$ cat src/rtl/clock_reset_pkg.sv
// clock_reset_pkg: shared types and constants for clock_reset_seq.
//   state_t     reset sequencer states (wait for lock, hold, run)
//   PH_*        phase-counter decode points for the clock-enable strobes
//   TURBO_*     CPU speed select encodings (used when CRS_TURBO_EN is defined)
package clock_reset_pkg;
    typedef enum logic [1:0] {ST_WAIT, ST_HOLD, ST_RUN} state_t;
    localparam logic [1:0] PH_CE14    = 2'd3;
    localparam logic [2:0] PH_PE7     = 3'd3;
    localparam logic [2:0] PH_NE7     = 3'd7;
    localparam logic [3:0] PH_PCPU    = 4'd7;
    localparam logic [3:0] PH_NCPU    = 4'd15;
    localparam logic [2:0] PH_PCPU7   = 3'd7;
    localparam logic [2:0] PH_NCPU7   = 3'd3;
    localparam logic [1:0] PH_PCPU14  = 2'd3;
    localparam logic [1:0] PH_NCPU14  = 2'd1;
    localparam logic [1:0] TURBO_3M5  = 2'b00;
    localparam logic [1:0] TURBO_7M   = 2'b01;
endpackage

$ cat src/rtl/clock_reset_seq_sync2.sv
// sync2: two-flop synchroniser with asynchronous active-low clear.
//   clock  in   destination clock
//   reset  in   asynchronous active-low clear
//   d      in   asynchronous input
//   q      out  synchronised output (2-cycle latency)
module sync2 (
    input  logic clock,
    input  logic reset,
    input  logic d,
    output logic q
);
    logic meta;
    always_ff @(posedge clock or negedge reset) begin
        if (!reset) begin
            meta <= 1'b0;
            q    <= 1'b0;
        end else begin
            meta <= d;
            q    <= meta;
        end
    end
endmodule

$ cat src/rtl/clock_reset_seq.sv
// clock_reset_seq: stretched system reset after MMCM lock plus ZX clock-enable strobes.
//   clock     in   56 MHz MMCM clock
//   reset     in   asynchronous active-low reset
//   locked    in   MMCM LOCKED (asynchronous)
//   stall     in   CPU contention, drops pcpu/ncpu
//   turbo     in   CPU speed select (only when CRS_TURBO_EN is defined)
//   sysrst_n  out  active-low system reset, high once running
//   ce14      out  14 MHz strobe
//   pe7/ne7   out  7 MHz pixel rising/falling strobes
//   pcpu/ncpu out  CPU rising/falling strobes (3.5 MHz unless turbo)
// Build option: CRS_TURBO_EN adds the turbo port and selectable CPU decode.
module clock_reset_seq
    import clock_reset_pkg::*;
#(
    parameter int HOLD   = 1024,
    parameter int HOLD_W = 11
) (
    input  logic       clock,
    input  logic       reset,
    input  logic       locked,
    input  logic       stall,
`ifdef CRS_TURBO_EN
    input  logic [1:0] turbo,
`endif
    output logic       sysrst_n,
    output logic       ce14,
    output logic       pe7,
    output logic       ne7,
    output logic       pcpu,
    output logic       ncpu
);
    state_t            state, state_nx;
    logic [HOLD_W-1:0] cnt, cnt_nx;
    logic [3:0]        ph;
    logic              lk_s, run, pc_hit, nc_hit;

    sync2 u_sync (.clock(clock), .reset(reset), .d(locked), .q(lk_s));

    always_comb begin
        state_nx = state;
        cnt_nx   = '0;
        if (!lk_s) begin
            state_nx = ST_WAIT;
        end else begin
            case (state)
                ST_WAIT: state_nx = ST_HOLD;
                ST_HOLD: begin
                    cnt_nx   = cnt + 1'b1;
                    state_nx = (cnt == HOLD_W'(HOLD - 1)) ? ST_RUN : ST_HOLD;
                end
                default: state_nx = ST_RUN;
            endcase
        end
    end

    // Running also requires lk_s so a lock loss silences strobes on the very next edge.
    assign run = (state == ST_RUN) && lk_s;

`ifdef CRS_TURBO_EN
    assign pc_hit = (turbo == TURBO_3M5) ? (ph == PH_PCPU) :
                    (turbo == TURBO_7M)  ? (ph[2:0] == PH_PCPU7) : (ph[1:0] == PH_PCPU14);
    assign nc_hit = (turbo == TURBO_3M5) ? (ph == PH_NCPU) :
                    (turbo == TURBO_7M)  ? (ph[2:0] == PH_NCPU7) : (ph[1:0] == PH_NCPU14);
`else
    assign pc_hit = (ph == PH_PCPU);
    assign nc_hit = (ph == PH_NCPU);
`endif

    always_ff @(posedge clock or negedge reset) begin
        if (!reset) begin
            state    <= ST_WAIT;
            cnt      <= '0;
            ph       <= '0;
            sysrst_n <= 1'b0;
            ce14     <= 1'b0;
            pe7      <= 1'b0;
            ne7      <= 1'b0;
            pcpu     <= 1'b0;
            ncpu     <= 1'b0;
        end else begin
            state    <= state_nx;
            cnt      <= cnt_nx;
            ph       <= run ? ph + 4'd1 : 4'd0;
            sysrst_n <= run;
            ce14     <= run && (ph[1:0] == PH_CE14);
            pe7      <= run && (ph[2:0] == PH_PE7);
            ne7      <= run && (ph[2:0] == PH_NE7);
            pcpu     <= run && pc_hit && !stall;
            ncpu     <= run && nc_hit && !stall;
        end
    end
endmodule

$ cat config.mk
export PLATFORM = sky130hd
export DESIGN_NAME = clock_reset_seq
export DESIGN_NICKNAME = d
export VERILOG_FILES = /design/src/rtl/clock_reset_pkg.sv /design/src/rtl/clock_reset_seq_sync2.sv /design/src/rtl/clock_reset_seq.sv
export SDC_FILE = /design/constraint.sdc
export NUM_CORES = 1
export LEC_CHECK = 0
export CORE_UTILIZATION = 42
export CTS_CLUSTER_SIZE = 14
export DETAILED_ROUTE_END_ITERATION = 10
export SYNTH_ARGS = -nofsm -noshare
export SYNTH_HDL_FRONTEND = slang
export SYNTH_SLANG_ARGS = --single-unit
$ cat constraint.sdc
create_clock -name clock -period 3.07 [get_ports clock]
set_input_delay 0.7675 -clock clock [delete_from_list [all_inputs] [get_ports clock]]
set_output_delay 0.7675 -clock clock [all_outputs]
set_load 0.05 [all_outputs]
After elaboration in Yosys (flattened, before gate mapping)
Index checks and enable logic that the tools add are counted.

Register bits after elaboration: 25. Bits of input ports: 4. Logic and storage cells: 37.

Add/subtract/negate cells: 2. Equal/unequal tests: 8. Muxes and demuxes: 6. Reductions and logical operators: 10.

Operator list (number): 2-to-1 mux 11 bit (2); adder 11 x 1 -> 11 bit, second input constant (1); equality test 11 x 10 -> 1 bit, second input constant (1); logical AND 1 bit (8); adder 4 x 1 -> 4 bit, second input constant (1); equality test 2 bit, second input constant (2); equality test 4 x 3 -> 1 bit, second input constant (1); equality test 4 bit, second input constant (1); 2-to-1 mux 2 bit (2); 2-to-1 mux 4 bit (1); one-hot mux 2 bit (2 select lines) (1); equality test 3 x 2 -> 1 bit, second input constant (1); equality test 3 bit, second input constant (1); equality test 2 x 1 -> 1 bit, second input constant (1); zero test 2 bit (1); zero test 1 bit (1).

Depth between registers and ports, before layout
Gate-level depths: netlist (run 1).

Depth in word-level cells: 4. Depth in mapped cells: 4. Depth with buffers taken out: 4.

Modules after synthesis
From an unflattened synthesis (run 1), not the netlist that was laid out.

Cells, all modules: 89. Area, all modules: 1037.2 µm².

By module, submodules not included: clock_reset_seq (instances 1, cells an instance 87, area each 987.2 µm², sequential area each 575.6 µm²); sync2 (instances 1, cells an instance 2, area each 50.0 µm², sequential area each 50.0 µm²).

Worst setup path before layout (run 1)
No wires, ideal clock.

Path kind: flip-flop to output port. Start point: register ce14. End point: output ce14. Data arrival time: 0.586 ns. Setup slack: 1.717 ns. Stages on the path, launching flop included: 1. Cells stage by stage: dfrtp_1.

RTL lines: start: declaration (RTL line clock_reset_seq.sv:26) `output logic ce14,`; start signal: assignment (RTL line clock_reset_seq.sv:85) `ce14 <= run && (ph[1:0] == PH_CE14);`.

No word-level cell between the ends.

Worst setup path after layout (run 1)
Start point: register ncpu. End point: output ncpu.

RTL lines: start: declaration (RTL line clock_reset_seq.sv:30) `output logic ncpu`; start signal: assignment (RTL line clock_reset_seq.sv:89) `ncpu <= run && nc_hit && !stall;`.

No word-level cell between the ends.

==> impl_metrics.toml, run 1 <==
[floorplanning]
start_util = 0.456
num_rows = 17
dieWidth_um = 51.5
die_h_um = 51.5
ios = 10
core_um2 = 2250
die_area_um2 = 2650

[detailed_routing]
drtIter0Drc = 6
vias_per_cell = 5.16
ant_nets = 0
vias = 661
routed_wl_um = 1550
drcViolationCount = 0
drt_first_pass_iters = 4
post_drt_wl_per_cell_um = 12.1

[logic_synthesis]
synthCells = 87
syn_nets = 95
ys_top_cells_by_area = "dfrtp_1, ha_1, nor2_1"
avgSynthCellArea_um2 = 11.8
synth.cell_area_um2 = 1030
synth-xor-area-share = 0.0341
ys_types = 24
yosys.area.top_type_share = 0.609
synth-compound-area-share = 0.0804
synth_top_family_by_area = "simple AND/OR/NAND/NOR gates"
ys_seq_area_frac = 0.609
postSynth.asyncResetShare = 1.00
synth.most_common_cell = "dfrtp_1"
yosysTopAreaCell = "dfrtp_1"
synthMuxAreaShare = 0
ys_ff_latch = 25
yosys.area_share.adder = 0.0487
yosysWarnings = 0
netlist_top_cells_count = "dfrtp_1, nor2_1, a21oi_1, inv_1"
synth_flop_cell = "dfrtp_1"
synthSimpleGateAreaFrac = 0.206
synth_edf_count = 0

[critical_path]
slowest_delay_ps = 800
crit_chain = "clkdlybuf4s50_1"
cp.arrival_ps = 1470
cp_data_required_time_ps = 2300
rr_startpoint = "cnt[0]"
crit_family = "buffers and inverters"
slowest_stage = "clkdlybuf4s50_1"
r2r-end = "cnt[10]"
critical_path_class = "reg -> out"
path_buf_inv = 1
path_depth = 1
startpoint = "ncpu"
rr_worst_depth = 4
critPathMaxFanout = 1
end_kind = "primary output"
critPathLaunchType = "register"
reg2reg_slack_ps = 1570

[placement]
hpwl_um = 1080
io_buffer_count = 9
gp_congestion = 0.675

[finish]
fillers = 211
antennaDiodeCount = 0
ff_latch_area_um2 = 626
multi_input_area_um2 = 379
syn2layout_area_growth_pct = 15.2
final_core_util = 0.525
nNetsFinal = 109
drive_gt1_frac = 0.0900

[clock_network]
postCtsSetupBuffers = 0
cts_root_buf = "clkbuf_4"
path_clk_slew_ps = 130
clk_latency_ps = 310
htreeDepth = 1
cts.sinks = 25
cts_buffer_depth = 2
cts-resized-gates = 0
tritoncts = "done"
cts_buffers = 3
cts.hold.buffers_added = 0

[sta]
fin_worst_skew_ps = 7.36
hold_viol = 0
max-slew-margin-rel = 0.669
max_freq_ghz = 0.448
drv_slew = 0
final.setup.tns_ps = 0
hold-worst-slack_ps = 365
fin_crit_sh = 0.727
tightest_slew_ps = 495
rsz0062_at_grt = "false"
finalSetupViolCount = 0
min_period_ps = 2230

[grt]
antenna_found_initial = 0
overflow = 0
grt_max_degree = 26
gr-usage-all-layers = 0.144
grt_pass1_wl_um = 2770
grt_pass1_vias = 651

[hold_path]
worstHoldEndpoint = "u_sync.q"
hold_path_class = "reg -> reg"
min_from = "u_sync.meta"
whs_path_depth = 0

[job]
drv_cap = 0

[power]
p_leak_nw = 0.527
power_density_nw_per_um2 = 417
ir_drop_uv = 280

[run_status]
status = "finished clean"
-- state kept, by name (all words and copies together), names as in the netlist --
| name | count |
|---|---|
| ph | 4 |
| ne7 | 1 |
| cnt | 11 |
| state | 2 |
| u_sync.q | 1 |
| ce14 | 1 |
| pe7 | 1 |
| pcpu | 1 |
| sysrst_n | 1 |
| u_sync.meta | 1 |
| ncpu | 1 |
-- per-layer routing --
metal  part of all wire  vias to the layer above  GRT usage
li1                   -                      332          -
met1               0.49                      322      0.175
met2               0.48                        5      0.229
met3              0.023                        2     0.0357
met4             0.0091                        0     0.0811
met5                  0                        -          0
-- cell usage in the layout (no fill, tap or decap) --
cell,count
xnor2_1,1
o21ai_0,2
nor2_1,8
nor4b_1,1
nand3_1,4
xor2_1,3
nand2_1,3
or3_1,2
nor4_1,1
nor3b_1,1
clkinv_2,1
nand3b_1,3
dfrtp_1,25
nand3_2,1
and2_1,4
nand4_2,2
ha_1,4
o21ba_2,1
clkdlybuf4s50_1,9
inv_1,5
buf_4,1
or4_1,3
o31ai_1,3
a21oi_1,5
clkbuf_4,3
o21a_1,2
nor3_1,2
-- cell families after synthesis --
group / count (synthesis)
xor gates and xnor gates: 4
AOI/OAI and AO/OA: 13
adders and majority gates: 4
buffers and inverters: 6
and+or+nand+nor: 35
DFF: 25
-- cell type report --
cell class	count	area share
Clock buffer	3	0.0190
Clock inverter	1	0.00423
Inverter	5	0.0159
Multi-Input combinational cell	56	0.320
Sequential cell	25	0.529
Tap cell	28	0.0296
Timing Repair Buffer	10	0.0825
-- report_power, final --
group	internal (mW)	switching [mW]	leakage (nW)
Clock	0.0486	0.0940	0.0177
Sequential	0.332	0.00242	0.341
Combinational	0.00613	0.0100	0.168
-- per-stage QoR --
stage                     worst slack [ps]  total power [mW]  cell area [µm²]  std cells
after global placement                1190             0.358             1160        124
final                                  837             0.494             1180        128
after CTS                              812             0.505             1180        128
after detailed placement              1200             0.358             1160        124
after floorplan                       1720             0.345             1030         87
after global routing                   796             0.516             1180        128
-- how the worst max path moves through the flow --
| stage | slack (ps) | to |
|---|---|---|
| after floorplan | 1720 | ce14 |
| after detailed placement | 1200 | pcpu |
| final | 840 | ncpu |
| after global placement | 1190 | pcpu |
| after global routing | 800 | pe7 |
| after CTS | 810 | ncpu |
Note: power is estimated with default switching activity, not from simulation.
==> inputs of run 2 (changes only) <==
- clock period: 3.07 -> 2.25 ns (I/O delays scaled with it)
==> results of run 2 <==
The final DEF is identical to that of run 1. Status: finished clean.
Among the figures that moved: setup slack after placement 1200 ps -> 583 ps; setup slack after layout 837 ps -> 222 ps; register-to-register setup slack 1570 ps -> 750 ps; total power 0.494 mW -> 0.674 mW; worst IR drop on VDD 280 µV -> 382 µV
==> inputs of run 3 (changes only) <==
- ABC_CLOCK_PERIOD_IN_PS: default -> 2250
- CTS_BUF_LIST: default -> sky130_fd_sc_hd__clkbuf_8 sky130_fd_sc_hd__clkbuf_16
==> impl_metrics.toml, run 3 (same netlist as run 1, synthesis figures left out) <==
[run_status]
status = "finished clean"

[critical_path]
rr_startpoint = "cnt[0]"
path_buf_inv = 1
rr_worst_depth = 4
reg2reg_slack_ps = 770
crit_chain = "clkdlybuf4s50_1"
slowest_delay_ps = 790
crit_family = "buffers and inverters"
slowest_stage = "clkdlybuf4s50_1"
r2r-end = "cnt[10]"
critical_path_class = "reg -> out"
end_kind = "primary output"
critPathMaxFanout = 1
cp.arrival_ps = 1400
cp_data_required_time_ps = 1690
critPathLaunchType = "register"

[clock_network]
cts-resized-gates = 0
cts_buffers = 3
htreeDepth = 1
cts_buffer_depth = 2
tritoncts = "done"
cts.sinks = 25
clk_latency_ps = 260
path_clk_slew_ps = 90
cts_root_buf = "clkbuf_8"
postCtsSetupBuffers = 0
cts.hold.buffers_added = 0

[floorplanning]
ios = 10
dieWidth_um = 51.5
die_h_um = 51.5
core_um2 = 2250
die_area_um2 = 2650
num_rows = 17
start_util = 0.456

[finish]
mostFrequentLayoutCells = "dfrtp_1, clkdlybuf4s50_1, nor2_1, inv_1, a21oi_1"
layout_commonest_cell = "dfrtp_1"
antennaDiodeCount = 0
final_core_util = 0.533
regMostFlops = "cnt"
final_cells = 128
syn2layout_area_growth_pct = 17.1
drive_gt1_frac = 0.0900
largest_reg_flops = 11
nNetsFinal = 109
fillers = 208
reg.largest.list = "cnt x11, ph x4, state x2"

[power]
total_power_mw = 0.733
p_leak_nw = 0.535
power_density_nw_per_um2 = 610
ir_drop_uv = 424

[grt]
overflow = 0
antenna_found_initial = 0
gr-usage-all-layers = 0.142
grt_max_degree = 26
grt_pass1_wl_um = 2770
grt_pass1_vias = 652

[detailed_routing]
post_drt_wl_per_cell_um = 11.9
vias_per_cell = 5.15
drt_first_pass_iters = 4
ant_nets = 0
drtIter0Drc = 4
vias = 659
routed_wl_um = 1520
drcViolationCount = 0

[placement]
gp_congestion = 0.675
io_buffer_count = 9
place_inst = 124
hpwl_um = 1080

[hold_path]
hold_path_class = "reg -> reg"
min_from = "u_sync.meta"
worstHoldEndpoint = "u_sync.q"
whs_path_depth = 0

[sta]
hold_viol = 0
rsz0062_at_grt = "false"
fin_crit_sh = 0.871
min_period_ps = 1960
max-slew-margin-rel = 0.669
tightest_slew_ps = 495
drv_slew = 0
fin_worst_skew_ps = 6.59
finalSetupViolCount = 0
max_freq_ghz = 0.510
final.setup.tns_ps = 0

[job]
drv_cap = 0
[run 3: final cells by class]
class	instances	area (µm²)	area share
repair buffers	10	97.6	0.0812
inverters	5	18.8	0.0156
clock buffers	3	41.3	0.0343
flip-flops and latches	25	626	0.520
multi-input cells	56	379	0.315
clock inverters	1	5.00	0.00416
well taps	28	35.0	0.0291
[run 3: worst max-delay path by stage]
stage	slack, ps	endpoint	from	depth (start not counted)
after global placement	580	pcpu	pcpu	1
final	290	ncpu	ncpu	1
after CTS	270	ncpu	ncpu	1
after floorplan	910	cnt[10]	cnt[0]	4
after detailed placement	580	pcpu	pcpu	1
after global routing	260	pe7	pe7	1
[run 3: metrics by stage]
stage | hold slack, ps | instance area, µm² | worst slack, ps
6_report | 354 | 1200 | 290
3_3_place_gp | 332 | 1160 | 579
2_1_floorplan | 267 | 1030 | 907
4_1_cts | 358 | 1200 | 274
3_5_place_dp | 337 | 1160 | 583
5_1_grt | 359 | 1200 | 259
[run 3: metal layers]
metal | part of all wire | global-route usage
met1 | 0.50 | 0.175
met4 | 0.0053 | 0.0676
met5 | 0 | 0
met2 | 0.47 | 0.229
met3 | 0.022 | 0.0357
[run 3: power by group]
| group | switching, mW | internal (mW) | leakage, nW | total [mW] |
|---|---|---|---|---|
| Clock | 0.131 | 0.123 | 0.0255 | 0.255 |
| Sequential | 0.00324 | 0.453 | 0.341 | 0.456 |
| Combinational | 0.0135 | 0.00837 | 0.168 | 0.0219 |
| Total | 0.148 | 0.585 | 0.535 | 0.733 |
[run 3: worst register-to-register path, delay by kind of cell (launching register included)]
family	cells	cell delay, ps
AOI/OAI and AO/OA	1	160
adders and majority gates	1	230
DFF	1	390
and+or+nand+nor	2	640
